### config.mk
export PLATFORM = sky130hd
export DESIGN_NAME = credit_retry_source
export DESIGN_NICKNAME = d
export VERILOG_FILES = /design/src/rtl/credit_pkg.sv /design/src/rtl/credit_park_buf.sv /design/src/rtl/credit_retry_source.sv
export SDC_FILE = /design/constraint.sdc
export NUM_CORES = 1
export LEC_CHECK = 0
export BUFFER_PORTS_ARGS = -buffer_cell sky130_fd_sc_hd__buf_2
export CORE_MARGIN = 4
export CORE_UTILIZATION = 49
export CTS_CLUSTER_DIAMETER = 40
export DETAILED_ROUTE_END_ITERATION = 16
export GPL_ROUTABILITY_DRIVEN = 1
export PLACE_DENSITY = 0.68
export SYNTH_ARGS = -nofsm -noshare
export SYNTH_HDL_FRONTEND = slang
export SYNTH_SLANG_ARGS = --single-unit
### constraint.sdc
create_clock -name clk -period 16.5 [get_ports clk]
set_input_delay 4.95 -clock clk [delete_from_list [all_inputs] [get_ports clk]]
set_output_delay 4.95 -clock clk [all_outputs]
set_load 0.01 [all_outputs]
### src/rtl/credit_pkg.sv
// Shared widths and transaction/parking-entry types for the credit retry source.
package credit_pkg;

    localparam int ID_W = 3;
    localparam int PL_W = 5;

    typedef struct packed {
        logic [ID_W-1:0] id;
        logic [PL_W-1:0] payload;
    } txn_t;

    typedef struct packed {
        txn_t txn;
        logic granted;
    } park_entry_t;

endpackage

### src/rtl/credit_park_buf.sv
// Arrival-ordered compacting parking queue with grant matching and pop-oldest-granted.
// Per-entry watchdog ages are built only when CREDIT_WDOG_EN is defined.
module credit_park_buf
    import credit_pkg::*;
#(
    parameter int NUM_RETRY   = 4,
    parameter int WDOG_CYCLES = 64
) (
    input  logic                             clk,
    input  logic                             reset,
    input  logic                             push_i,
    input  txn_t                             push_txn_i,
    input  logic                             grant_i,
    input  logic [ID_W-1:0]                  grant_id_i,
    input  logic                             pop_i,
    output logic                             has_granted_o,
    output txn_t                             head_txn_o,
    output logic                             grant_err_o,
    output logic [$clog2(NUM_RETRY+1)-1:0]   count_o,
    output logic                             wdog_o
);

    localparam int CW = $clog2(NUM_RETRY + 1);

    park_entry_t   ent_q  [NUM_RETRY];
    park_entry_t   ent_d  [NUM_RETRY];
    park_entry_t   marked [NUM_RETRY];
    logic [CW-1:0] cnt_q, cnt_d;
    int unsigned   pop_idx, gnt_idx, tail;
    logic          gnt_hit, push_gnt;

    always_comb begin
        has_granted_o = 1'b0;
        pop_idx       = 0;
        gnt_hit       = 1'b0;
        gnt_idx       = 0;
        for (int unsigned i = 0; i < NUM_RETRY; i++) begin
            if (i < 32'(cnt_q)) begin
                if (!has_granted_o && ent_q[i].granted) begin
                    has_granted_o = 1'b1;
                    pop_idx       = i;
                end
                if (!gnt_hit && !ent_q[i].granted && ent_q[i].txn.id == grant_id_i) begin
                    gnt_hit = 1'b1;
                    gnt_idx = i;
                end
            end
        end
        head_txn_o = ent_q[pop_idx].txn;

        // Grant is resolved on the pre-pop array, falling back to the entry parked this cycle.
        marked = ent_q;
        if (grant_i && gnt_hit)
            marked[gnt_idx].granted = 1'b1;
        push_gnt    = grant_i && !gnt_hit && push_i && (push_txn_i.id == grant_id_i);
        grant_err_o = grant_i && !gnt_hit && !push_gnt;

        for (int unsigned i = 0; i < NUM_RETRY; i++)
            ent_d[i] = (pop_i && i >= pop_idx) ? marked[(i + 1 < NUM_RETRY) ? i + 1 : i] : marked[i];
        tail = 32'(cnt_q) - 32'(pop_i);
        if (push_i && tail < NUM_RETRY)
            ent_d[tail] = '{txn: push_txn_i, granted: push_gnt};
        cnt_d = cnt_q + CW'(push_i) - CW'(pop_i);
    end

    always_ff @(posedge clk or posedge reset) begin
        if (reset) begin
            cnt_q <= '0;
            for (int unsigned i = 0; i < NUM_RETRY; i++)
                ent_q[i] <= '0;
        end else begin
            cnt_q <= cnt_d;
            ent_q <= ent_d;
        end
    end

    assign count_o = cnt_q;

`ifdef CREDIT_WDOG_EN
    localparam int AW = $clog2(WDOG_CYCLES + 1);

    logic [AW-1:0] age_q [NUM_RETRY];
    logic [AW-1:0] age_d [NUM_RETRY];
    logic          wdog_q, wdog_hit;

    always_comb begin
        wdog_hit = 1'b0;
        for (int unsigned i = 0; i < NUM_RETRY; i++) begin
            age_d[i] = (pop_i && i >= pop_idx) ? age_q[(i + 1 < NUM_RETRY) ? i + 1 : i] : age_q[i];
            if (i < tail && !ent_d[i].granted && 32'(age_d[i]) < WDOG_CYCLES)
                age_d[i] = age_d[i] + AW'(1);
            if (push_i && i == tail)
                age_d[i] = '0;
            if (i < 32'(cnt_d) && 32'(age_d[i]) >= WDOG_CYCLES)
                wdog_hit = 1'b1;
        end
    end

    always_ff @(posedge clk or posedge reset) begin
        if (reset) begin
            wdog_q <= 1'b0;
            for (int unsigned i = 0; i < NUM_RETRY; i++)
                age_q[i] <= '0;
        end else begin
            age_q <= age_d;
            if (wdog_hit)
                wdog_q <= 1'b1;
        end
    end

    assign wdog_o = wdog_q;
`else
    // Never true for a legal limit; keeps the limit referenced when no ages are built.
    assign wdog_o = (WDOG_CYCLES < 0);
`endif

endmodule

### src/rtl/credit_retry_source.sv
// Upstream issuing agent: output stage, replay-first load priority and producer back-pressure.
// Watchdog flag is live only when CREDIT_WDOG_EN is defined (see credit_park_buf).
module credit_retry_source
    import credit_pkg::*;
#(
    parameter int ID_W        = credit_pkg::ID_W,
    parameter int PL_W        = credit_pkg::PL_W,
    parameter int NUM_RETRY   = 4,
    parameter int WDOG_CYCLES = 64
) (
    input  logic                             clk,
    input  logic                             reset,
    input  logic                             in_valid_i,
    input  logic [ID_W-1:0]                  in_id_i,
    input  logic [PL_W-1:0]                  in_payload_i,
    output logic                             in_ready_o,
    output logic                             rx_valid_o,
    output logic [ID_W-1:0]                  rx_id_o,
    output logic [PL_W-1:0]                  rx_payload_o,
    output logic                             rx_credit_o,
    input  logic                             rx_ready_i,
    input  logic                             rx_retry_i,
    input  logic                             credit_gnt_i,
    input  logic [ID_W-1:0]                  credit_id_i,
    output logic [$clog2(NUM_RETRY+1)-1:0]   park_cnt_o,
    output logic                             err_o,
    output logic                             wdog_o
);

    logic out_valid_q, out_credit_q, err_q;
    txn_t out_txn_q, head_txn, in_txn;
    logic done, retry, free, pop, has_granted, grant_err;

    assign done   = out_valid_q & (rx_ready_i | rx_retry_i);
    assign retry  = out_valid_q & rx_retry_i & ~rx_ready_i;
    assign free   = ~out_valid_q | done;
    assign pop    = free & has_granted;
    assign in_txn = '{id: in_id_i, payload: in_payload_i};

    // One slot stays reserved so the accepted transaction can always park on retry.
    assign in_ready_o = ~reset & free & ~has_granted &
                        (32'(park_cnt_o) + 32'(retry) - 32'(pop) + 1 <= NUM_RETRY);

    credit_park_buf #(
        .NUM_RETRY   (NUM_RETRY),
        .WDOG_CYCLES (WDOG_CYCLES)
    ) u_park_buf (
        .clk           (clk),
        .reset         (reset),
        .push_i        (retry),
        .push_txn_i    (out_txn_q),
        .grant_i       (credit_gnt_i),
        .grant_id_i    (credit_id_i),
        .pop_i         (pop),
        .has_granted_o (has_granted),
        .head_txn_o    (head_txn),
        .grant_err_o   (grant_err),
        .count_o       (park_cnt_o),
        .wdog_o        (wdog_o)
    );

    always_ff @(posedge clk or posedge reset) begin
        if (reset) begin
            out_valid_q  <= 1'b0;
            out_txn_q    <= '0;
            out_credit_q <= 1'b0;
            err_q        <= 1'b0;
        end else begin
            if (pop) begin
                out_valid_q  <= 1'b1;
                out_txn_q    <= head_txn;
                out_credit_q <= 1'b1;
            end else if (in_valid_i && in_ready_o) begin
                out_valid_q  <= 1'b1;
                out_txn_q    <= in_txn;
                out_credit_q <= 1'b0;
            end else if (done) begin
                out_valid_q <= 1'b0;
            end
            if (grant_err || (retry && out_credit_q))
                err_q <= 1'b1;
        end
    end

    assign rx_valid_o   = out_valid_q;
    assign rx_id_o      = out_txn_q.id;
    assign rx_payload_o = out_txn_q.payload;
    assign rx_credit_o  = out_credit_q;
    assign err_o        = err_q;

endmodule

==> reports/summary.json <==
{
  "power_leakage_nw": 1.65,
  "fin_hold_ws_ns": 0.498,
  "dominant_combinational_cell_family_by_area_after_synthesis": "multiplexers",
  "globalRoute.totalOverflow": 0,
  "drt_drc_violations_left": 0,
  "cell_with_the_largest_stage_delay_on_the_worst_path": "or3b_2",
  "setup_tns_ns": 0,
  "critical_path_buf_inv_count": 2,
  "multi_input_comb_area_sq_um": 1800,
  "crit_required_ns": 11.55,
  "grt_first_pass_wirelength_microns": 12000,
  "detailedPlacementHpwl_microns": 5060,
  "start_util_pct": 51.9,
  "status": "completed",
  "design.die.area_sq_um": 7770,
  "cts.repair_timing.setup_buffer_count": 0,
  "worst_skew_pair.late_latency_ns": 0.31,
  "path_clk_slew_ns": 0.10,
  "synth_enable_flop_cells": 0,
  "synth_xor_area_share_pct": 5.01,
  "cts_buffers": 5,
  "power_density_nw_per_um2": 210,
  "area_share_of_the_largest_cell_type_after_synthesis_pct": 39.8,
  "achievable-frequency_mhz": 78.4,
  "synth_ff_type": "dfrtp_1",
  "rows": 28,
  "ys_types": 53,
  "max-clock-path-buffers": 2,
  "place_congestion": 0.871,
  "cts.root.buffer_cell": "clkbuf_8",
  "antenna_found_initial": 0,
  "timing.critical_path.cells": "buf_2 > or3b_2 > and3_1 > nand2_1 > nand2_1 > ha_1 > fa_1 > xnor2_1 > o2111a_4 > or4_1 > nor2_1 > buf_2",
  "layout_worst_path_cycle_share_pct": 77.3,
  "io_pins": 33,
  "detail_route.wl_per_cell_microns": 19.4,
  "ys_async_sr_fraction_pct": 100,
  "core_area_sq_um": 6060,
  "synth.ff_latch_count": 50,
  "placedInstanceArea_sq_um": 3360,
  "flow.area_growth_from_synthesis_pct": 9.90,
  "final_period_minus_worst_setup_slack_ns": 12.76,
  "tritoncts": "yes",
  "hold_class": "reg2reg",
  "synth.yosys.seq_area_share_pct": 39.8,
  "worst-slew-pin-transition_ns": 1.07,
  "synth_fa_ha_area_share_pct": 3.02,
  "timing.setup.critical_path_class": "in2out",
  "fin_cells": 381,
  "maxCapViolations": 0,
  "cp_slowest_stage_delay_ns": 0.50,
  "drt_first_pass_iters": 4,
  "synth_simple_gate_area_share_pct": 11.3,
  "cts_hold_buf": 0,
  "syn-num-nets": 302,
  "io_buffers": 31,
  "yosysWarnings": 0,
  "finish.net_count": 329,
  "ff_latch_area_sq_um": 1250,
  "timing.final.hold_violations": 0,
  "yosys-top-cells-area": "dfrtp_1 (40%), mux2_2 (17%), mux2i_1 (6.4%), xnor2_1 (3.6%), a221o_1 (2.5%)",
  "grt_setup_unrepaired": "false",
  "ir_drop_uv": 104,
  "placed_cells": 373,
  "reg2reg_from": "u_park_buf.count_o[2]",
  "worstHoldStart": "err_o",
  "synth_top_area_cell": "dfrtp_1",
  "die_x_microns": 88.1,
  "synth_compound_area_share_pct": 13.4,
  "sinks_on_clock_net": 50,
  "critical_path.top_delay_family": "simple AND/OR/NAND/NOR gates",
  "startpoint_type": "input pin",
  "cts_resized": 0,
  "crit_arrival_ns": 7.81,
  "setup.worst_path.end_class": "output port",
  "design_area_sq_um": 3460,
  "wl_microns": 7410,
  "finalSetupViolations": 0,
  "detail-route-antenna-nets": 0,
  "synth_mux_area_share_pct": 24.3,
  "netlist_area_pre_place_sq_um": 3150,
  "fillers": 545,
  "viasPerCell": 6.06,
  "layout-drive-gt1-share_pct": 33.7,
  "clock-skew-final_ns": 0.00861,
  "drtIter0Drc": 115,
  "die_h_microns": 88.1,
  "synth_cells": 278,
  "syn-mean-instance-area_sq_um": 11.3,
  "antenna-diode-count": 0,
  "timing.critical_path.fanout_max": 4,
  "timing.slew.headroom_pct": 28.6,
  "grt_pass1_vias": 2295,
  "drv_slew": 0,
  "cts.htree.levels": 2,
  "setup.worst_path.start": "rx_retry_i",
  "num_vias": 2310,
  "grt_use_total_pct": 20.4,
  "grt_max_degree": 52
}
==> routing by layer <==
layer,vias up,track usage (%),part of all wire (%)
li1,1092,-,-
met1,1144,28.5,45
met2,68,32.6,48
met3,6,4.14,6.6
met4,0,5.08,0.81
met5,-,0,0
==> power breakdown <==
group	switching [mW]	total [mW]	internal (mW)
Sequential	0.0440	0.210	0.166
Combinational	0.236	0.435	0.199
Clock	0.0448	0.0795	0.0347
Total	0.325	0.725	0.400
==> worst paths after layout <==
| kind | to | slack [ns] | cells past startpoint |
|---|---|---|---|
| worst min-delay path | err_o | 0.50 | 1 |
| worst max-delay path | in_ready_o | 3.74 | 12 |
| worst min register to register | err_o | 0.50 | 1 |
| max in group asynchronous | rx_payload_o[3] | 10.93 | 2 |
| min in group asynchronous | u_park_buf.count_o[1] | 4.90 | 2 |
| worst max register to register | rx_payload_o[4] | 11.92 | 14 |
==> area by class of cell <==
class | count | area share (%)
multi-input combinational | 204 | 52.0
sequential | 50 | 36.2
timing repair buffer | 34 | 5.14
tap | 75 | 2.71
clock buffer | 6 | 2.39
inverter | 10 | 1.09
clock inverter | 2 | 0.507
==> sequential cells by signal (all words and copies together) (netlist names) <==
| register | cells |
|---|---|
| rx_credit_o | 1 |
| u_park_buf.ent_q | 36 |
| u_park_buf.count_o | 3 |
| rx_id_o | 3 |
| rx_valid_o | 1 |
| err_o | 1 |
| rx_payload_o | 5 |
==> synth_stat cells, drive strengths merged, types with 6 or more instances <==
cell type / n
a211oi: 8
a21boi: 9
a221o: 8
a311oi: 7
clkbuf: 10
dfrtp: 50
ha: 6
inv: 10
mux2: 50
mux2i: 20
nand2: 12
nor2: 9
o21ai: 8
xnor2: 13
==> cells by family after synthesis <==
| family | count (synthesis) |
|---|---|
| simple gates | 56 |
| fa+ha+maj | 7 |
| flops | 50 |
| compound gates | 52 |
| xor+xnor | 18 |
| mux | 70 |
| buf+inv | 24 |
| other cells | 1 |
==> per-stage QoR <==
stage                     utilization, %  setup slack, ns  power (mW)
after CTS                           57.0             3.74       0.730
after floorplan                        -             4.04       0.535
final                               57.0             3.74       0.725
after global placement              55.4             3.80       0.640
after global routing                57.0             3.59       0.781
after detailed placement            55.4             3.75       0.650
==> cells in the final DEF, fill, tap and decap left out, types with 2 or more instances in the layout <==
master | netlist | final
nand2_1 | 12 | 12
xor2_1 | 5 | 5
nand4_1 | 2 | 2
or3_1 | 4 | 4
dfrtp_1 | 50 | 50
ha_1 | 6 | 6
nor3_1 | 2 | 2
and3b_1 | 2 | 2
o21ai_0 | 7 | 7
nand3_1 | 2 | 2
nand2b_1 | 3 | 3
clkbuf_8 | 0 | 6
a21boi_1 | 2 | 2
o211ai_1 | 2 | 2
mux2_1 | 2 | 2
nor2b_1 | 2 | 2
buf_4 | 1 | 3
clkinv_4 | 0 | 2
o31ai_1 | 3 | 3
a211oi_1 | 8 | 8
xnor2_1 | 13 | 13
nor2_1 | 7 | 7
mux2_2 | 48 | 48
a221o_1 | 8 | 8
a311oi_1 | 7 | 7
buf_2 | 3 | 31
nand3b_1 | 2 | 2
or4_1 | 2 | 2
and3_1 | 2 | 2
mux2i_1 | 20 | 20
nor3b_1 | 2 | 2
a21boi_0 | 7 | 7
inv_1 | 10 | 9
nor4_1 | 2 | 2
Power figures use the tool's default switching activity.
